### src/rtl/mem_arbiter.sv
// mem_arbiter
//   Two-requester arbiter for the single-port 256x8 program/data memory.
//   Requester 0 is the processor core and requester 1 is the loader/debug port.
//   The arbiter drives the memory address, write-data and write-strobe pins.
//   Ownership is sequenced by a three-state FSM (IDLE, OWN0, OWN1).
//   Fairness is round-robin, with a bounded burst length under contention.
//
// Ports
//   clk, reset            clock; asynchronous active-high reset
//   m0_*/m1_*             requester ports: req, write, addr, wdata in;
//                         gnt (transfer completes this cycle), rdata out
//   mem_addr/mem_wdata    memory address and write data
//   mem_write             memory write strobe (synchronous write)
//   mem_rdata             memory combinational read data
//   owner                 00=idle, 01=m0, 10=m1
module mem_arbiter #(
   parameter int ADDR_W    = 8,
   parameter int DATA_W    = 8,
   parameter int MAX_BURST = 4
) (
   input  logic              clk,
   input  logic              reset,
   input  logic              m0_req,
   input  logic              m0_write,
   input  logic [ADDR_W-1:0] m0_addr,
   input  logic [DATA_W-1:0] m0_wdata,
   output logic              m0_gnt,
   output logic [DATA_W-1:0] m0_rdata,
   input  logic              m1_req,
   input  logic              m1_write,
   input  logic [ADDR_W-1:0] m1_addr,
   input  logic [DATA_W-1:0] m1_wdata,
   output logic              m1_gnt,
   output logic [DATA_W-1:0] m1_rdata,
   output logic [ADDR_W-1:0] mem_addr,
   output logic [DATA_W-1:0] mem_wdata,
   output logic              mem_write,
   input  logic [DATA_W-1:0] mem_rdata,
   output logic [1:0]        owner
);

   localparam int CNT_W = $clog2(MAX_BURST) + 1;
   localparam logic [CNT_W-1:0] CNT_LAST = CNT_W'(MAX_BURST - 1);

   // The state encoding doubles as the owner code, so owner can never be 11.
   typedef enum logic [1:0] {
      IDLE = 2'b00,
      OWN0 = 2'b01,
      OWN1 = 2'b10
   } state_t;

   state_t           state_q, state_d;
   logic             rr_last_q, rr_last_d;     // index of the most recent owner
   logic [CNT_W-1:0] burst_cnt_q, burst_cnt_d;

   // Current/other requester, seen from the owning state.
   logic   cur_req;
   logic   oth_req;
   logic   cur_idx;
   state_t oth_state;

   assign cur_idx   = (state_q == OWN1);
   assign cur_req   = cur_idx ? m1_req : m0_req;
   assign oth_req   = cur_idx ? m0_req : m1_req;
   assign oth_state = cur_idx ? OWN0 : OWN1;

   always_ff @(posedge clk or posedge reset) begin
      if (reset) begin
         state_q     <= IDLE;
         rr_last_q   <= 1'b1;
         burst_cnt_q <= '0;
      end else begin
         state_q     <= state_d;
         rr_last_q   <= rr_last_d;
         burst_cnt_q <= burst_cnt_d;
      end
   end

   // Next state
   always_comb begin
      state_d     = state_q;
      rr_last_d   = rr_last_q;
      burst_cnt_d = burst_cnt_q;
      case (state_q)
         IDLE: begin
            burst_cnt_d = '0;
            // On a tie, m0 wins only if m1 was the last owner.
            if (m0_req && (!m1_req || rr_last_q)) state_d = OWN0;
            else if (m1_req)                      state_d = OWN1;
         end
         OWN0, OWN1: begin
            if (!cur_req) begin
               state_d     = oth_req ? oth_state : IDLE;
               burst_cnt_d = '0;
               rr_last_d   = cur_idx;
            end else if (oth_req && (burst_cnt_q == CNT_LAST)) begin
               // Forced handoff; this cycle's grant still completes.
               state_d     = oth_state;
               burst_cnt_d = '0;
               rr_last_d   = cur_idx;
            end else if (burst_cnt_q != CNT_LAST) begin
               // Saturates while uncontended, so a late contender waits at
               // most one more grant.
               burst_cnt_d = burst_cnt_q + CNT_W'(1);
            end
         end
         default: state_d = IDLE;
      endcase
   end

   // Outputs are decoded from state alone, so they drop as soon as reset
   // clears the state register.
   always_comb begin
      owner     = state_q;
      m0_gnt    = 1'b0;
      m1_gnt    = 1'b0;
      m0_rdata  = '0;
      m1_rdata  = '0;
      mem_addr  = '0;
      mem_wdata = '0;
      mem_write = 1'b0;
      case (state_q)
         OWN0: begin
            mem_addr  = m0_addr;
            mem_wdata = m0_wdata;
            m0_gnt    = m0_req;
            mem_write = m0_req & m0_write;
            m0_rdata  = mem_rdata;
         end
         OWN1: begin
            mem_addr  = m1_addr;
            mem_wdata = m1_wdata;
            m1_gnt    = m1_req;
            mem_write = m1_req & m1_write;
            m1_rdata  = mem_rdata;
         end
         default: ;
      endcase
   end

endmodule

### config.mk
export PLATFORM = sky130hd
export DESIGN_NAME = mem_arbiter
export DESIGN_NICKNAME = d
export VERILOG_FILES = /design/src/rtl/mem_arbiter.sv
export SDC_FILE = /design/constraint.sdc
export NUM_CORES = 1
export LEC_CHECK = 0
export BUFFER_PORTS_ARGS = -buffer_cell sky130_fd_sc_hd__buf_2
export CAP_MARGIN = 25
export CORE_AREA = 3 3 53 55
export CTS_CLUSTER_SIZE = 30
export DETAILED_ROUTE_END_ITERATION = 12
export DIE_AREA = 0 0 56 58
export PLACE_DENSITY = 0.77
export SLEW_MARGIN = 20
export SYNTH_ARGS = -nofsm -noshare
export SYNTH_HDL_FRONTEND = slang
export SYNTH_SLANG_ARGS = --single-unit
### constraint.sdc
create_clock -name clk -period 2.3 [get_ports clk]
set_input_delay 0.46 -clock clk [delete_from_list [all_inputs] [get_ports clk]]
set_output_delay 0.46 -clock clk [all_outputs]
set_load 0.01 [all_outputs]
# After elaboration in Yosys (flattened, before gate mapping)
# Cells that the tools add are included.
# totals
register_bits,6
in_bits,46
output_inout_bits,37
word_cells,46
# op_classes
addsub,1
n_eq_ne,8
n_mux,22
bitwise_logic,2
n_reduce_logical,10
# ops
op,n
$pmux 8 s2,2
$mux 8,2
$mux 2,6
$mux 3,3
$mux 1,6
$ne 3x3->1 const B,2
$pmux 3 s2,1
$reduce_and 2->1,3
$ne 4x4->1 const B,1
$pmux 2 s2,1
$add 3x1->3 const B,1
$eq 3x2->1 const B,1
$ne 3x2->1 const B,1
$and 1x1->1,2
$eq 2x1->1 const B,1
$eq 2x2->1 const B,1
$logic_and 1x1->1,2
$logic_not 2->1,1
$ne 2x1->1 const B,1
$pmux 1 s2,1
$reduce_bool 2->1,1
$reduce_or 2->1,1
$logic_not 1->1,1
$logic_or 1x1->1,1

# Logic depth before layout (Yosys ltp)
# logic_depth
depth_word,6
ltp_mapped,7
mapped_depth_nobuf,6

# Worst setup path after synthesis
# No wires, ideal clock.
# synth_path
kind,flip-flop to output port
start,"register state_q[0], in the netlist owner[0]"
end,output port mem_addr[0]
t_arrival_ns,1.539
required_time_ns,1.840
slack_ns,0.301
path_stages_with_launch,6
n_path_buf,2
cell_sequence,dfrtp_1 > inv_1 > ha_1 > clkbuf_1 > clkbuf_1 > nor2b_1
# synth_via
elab_chain_len,2
elab_cells_between_ends,3
cone_classes,2 x eq/ne; 1 x mux
# synth_lines
element,line,rtl
"start, declared",52,"state_t state_q, state_d;"
"start signal, assigned",73,state_q <= state_d;
$eq 2x2->1 or $eq 2x1->1 (tied branches),122,case (state_q)
$pmux 8 s2 *,122,
"end, declared",35,"output logic [ADDR_W-1:0] mem_addr,"
# Every way passes the cells marked *; elsewhere a longest branch is shown, timed or not.

# Worst setup path after layout
# layout_path
start,"register state_q[1], in the netlist owner[1]"
end,output port mem_write
# layout_via
elab_chain_len,2
elab_cells_between_ends,3
cone_classes,2 x eq/ne; 1 x mux
# layout_lines
element,line,rtl
$eq 2x2->1 or $eq 2x1->1 (tied branches),122,
$pmux 1 s2 *,122,
"end, declared",37,"output logic mem_write,"
# Marks and branches as above.

==> impl_metrics.json <==
{
  "outcome": "complete, no violations",
  "drtPass1Iterations": 4,
  "fp.dieW_um": 56,
  "finalHoldViolCount": 0,
  "grt_setup_unrepaired": "false",
  "synthDistinctLibCells": 30,
  "layout_common_cells": "buf_2, nor2b_1, and2_1, a22oi_1, dfrtp_1",
  "initial_utilization": 0.345,
  "min_delay_worst_type": "in -> async",
  "fmax_mhz": 469,
  "wl_per_cell_um": 12.6,
  "finalNetCount": 240,
  "setup-violations-final": 0,
  "max-slew-margin-rel": 0.804,
  "criticalPathCategory": "reg -> out",
  "postRouteWirelength_um": 2740,
  "route.vias.total": 1039,
  "drc": 0,
  "cts.sink_count": 6,
  "synth-seq-area-share": 0.180,
  "gpl.final_weighted_congestion": 0.849,
  "rrSetupSlack_ps": 450,
  "die_height_um": 58,
  "syn_to_final_growth_pct": 56.3,
  "first_global_vias": 949,
  "clock_latency_ps": 250,
  "wire_length_of_the_first_global_routing_pass_um": 4390,
  "use_met2": 0.267,
  "cts_buffers": 3,
  "postSynthRegisterBits": 6,
  "cts.root.buffer_cell": "clkbuf_4",
  "layout.cells.most_common": "buf_2",
  "clock_tree.buffer_depth": 2,
  "synth_area_um2": 840,
  "dp_hpwl_um": 2310,
  "endpoint_arrival_time_on_the_critical_path_ps": 1670,
  "final_layout_size_suffix_gt1_frac": 0.524,
  "synth.yosys.warnings": 0,
  "average_size_of_a_mapped_cell_um2": 8.00,
  "htree_num_levels": 1,
  "n_antenna_cell": 0,
  "fin_setup_tns_ps": 0,
  "capture_point_of_the_worst_reg_to_reg_path": "owner[0]",
  "area_of_the_core_um2": 2430,
  "gr-usage-met1": 0.212,
  "postLayoutCoreUtil": 0.540,
  "top_usage_layer": "met2",
  "die_area_um2": 3250,
  "synthesis.nets": 157,
  "timing.max_cap.violations": 0,
  "worst_pin_slew_ps": 295,
  "pwr_density_cell_nw_per_um2": 1070,
  "global_route.usage.met3": 0.0356,
  "count_of_input_and_output_buffers": 82,
  "cts_tree": "built",
  "post_synth_inst_count": 105,
  "drt.antenna.violating_nets": 0,
  "timing.critical_path.fanout_max": 21,
  "critical_path.endpoint_type": "primary output",
  "gr-usage-all-layers": 0.166,
  "timing.rr.start": "owner[1]",
  "avgViaCountPerCell": 4.79,
  "period_minus_slack_ps": 2130,
  "timing.final.max_slew_violations": 0,
  "vdd.ir_drop.worst_mv": 0.574,
  "power_leakage_uw": 0.000720,
  "worst_setup_path_start_kind": "flip-flop",
  "cts.repair_timing.setup_buffer_count": 0,
  "io_pins": 83,
  "antenna_found_initial": 0,
  "fin_crit_sh": 0.927,
  "clkSlewWorstSetupHoldPaths_ps": 50,
  "grt_start_max_net_pins": 22,
  "num_rows": 18,
  "drt_iter0_markers": 45,
  "global_route.overflow_total": 0,
  "num-fill-cells": 253,
  "worst_clock_skew_ps": 8.03,
  "rr_worst_depth": 5,
  "worst-endpoint-required_ps": 1840
}
## state kept, by name, indices dropped and copies added (netlist names)
| name | flops |
|---|---|
| burst_cnt_q | 3 |
| owner | 2 |
| rr_last_q | 1 |
## worst max-delay path, cell delays in order, from the launching register on
cell	delay, ps
dfrtp_1	430
inv_1	100
ha_2	520
a21boi_0	210
buf_2	160
## worst max path at each step
stage	from	end	slack [ps]	depth (start not counted)
after detailed placement	owner[0]	owner[0]	320	5
after global routing	owner[1]	mem_addr[3]	40	6
after floorplan	owner[0]	mem_addr[0]	300	5
after global placement	owner[0]	mem_addr[3]	380	4
final	owner[1]	mem_write	170	4
after CTS	owner[0]	mem_write	50	4
## power breakdown
group / internal (uW) / switching, uW
clock: 65.9 / 40.6
combinational: 545 / 574
sequential: 148 / 34.1
total: 758 / 649
## layout make-up
class / instances / area, um2 / area share
Multi-Input combinational cell: 89 / 653 / 0.498
Timing Repair Buffer: 85 / 433 / 0.330
Sequential cell: 6 / 151 / 0.115
Tap cell: 30 / 37.5 / 0.0286
Clock buffer: 4 / 26.3 / 0.0200
Inverter: 3 / 11.3 / 0.00858
## cells in the mapped netlist
| cell | instances | area [um2] |
|---|---|---|
| nor2b_2 | 1 | 8.76 |
| nor2_1 | 4 | 15.0 |
| buf_6 | 1 | 11.3 |
| mux2i_1 | 1 | 10.0 |
| clkbuf_1 | 6 | 22.5 |
| and2_4 | 1 | 8.76 |
| a21boi_0 | 1 | 7.51 |
| a21oi_1 | 1 | 5.00 |
| nand3_1 | 2 | 10.0 |
| o21a_1 | 1 | 7.51 |
| dfstp_2 | 1 | 26.3 |
| o21bai_1 | 1 | 7.51 |
| a31oi_1 | 1 | 6.26 |
| nand2b_1 | 2 | 12.5 |
| mux2_1 | 3 | 33.8 |
| nand2_1 | 4 | 15.0 |
| and2_1 | 17 | 106 |
| o21ai_0 | 1 | 5.00 |
| dfrtp_1 | 5 | 125 |
| a32o_1 | 1 | 10.0 |
| nor2b_1 | 19 | 119 |
| and2b_4 | 1 | 10.0 |
| o22ai_2 | 1 | 12.5 |
| a21o_1 | 1 | 7.51 |
| o21ai_4 | 1 | 16.3 |
| a22oi_1 | 16 | 120 |
| inv_1 | 3 | 11.3 |
| ha_1 | 6 | 75.1 |
| o21ai_1 | 1 | 5.00 |
| a22o_1 | 1 | 8.76 |
## cell families (layout without fill, tap and decap cells)
kind of cell    Yosys count  after routing  share of synthesized area
mux                       4              4                     0.0522
fa+ha+maj                 6              6                     0.0894
flops                     6              6                      0.180
compound gates           28             28                      0.261
buf+inv                  10             92                     0.0536
simple gates             51             51                      0.364
## per-stage QoR
stage          setup WS [ps]  hold slack [ps]  total power, uW  area, um2  instances
6_report                 168              112             1410       1310        217
2_1_floorplan            301              250              953        840        105
3_5_place_dp             322              388             1300       1280        213
3_3_place_gp             379              381             1280       1280        213
4_1_cts                 46.9              115             1410       1300        217
5_1_grt                 39.5              130             1540       1310        217
## what timing repair did
action | in CTS | in global routing
endpoints found under the setup margin | 0 | 17
hold buffers | 0 | 0
resized for setup | 0 | 4
## metal layers
layer / up-vias / wire length, um
met5: - / 0
met4: 0 / 51
met3: 6 / 295
met2: 54 / 1240
met1: 451 / 1150
li1: 528 / -
Note: power is estimated with default switching activity, not from simulation.
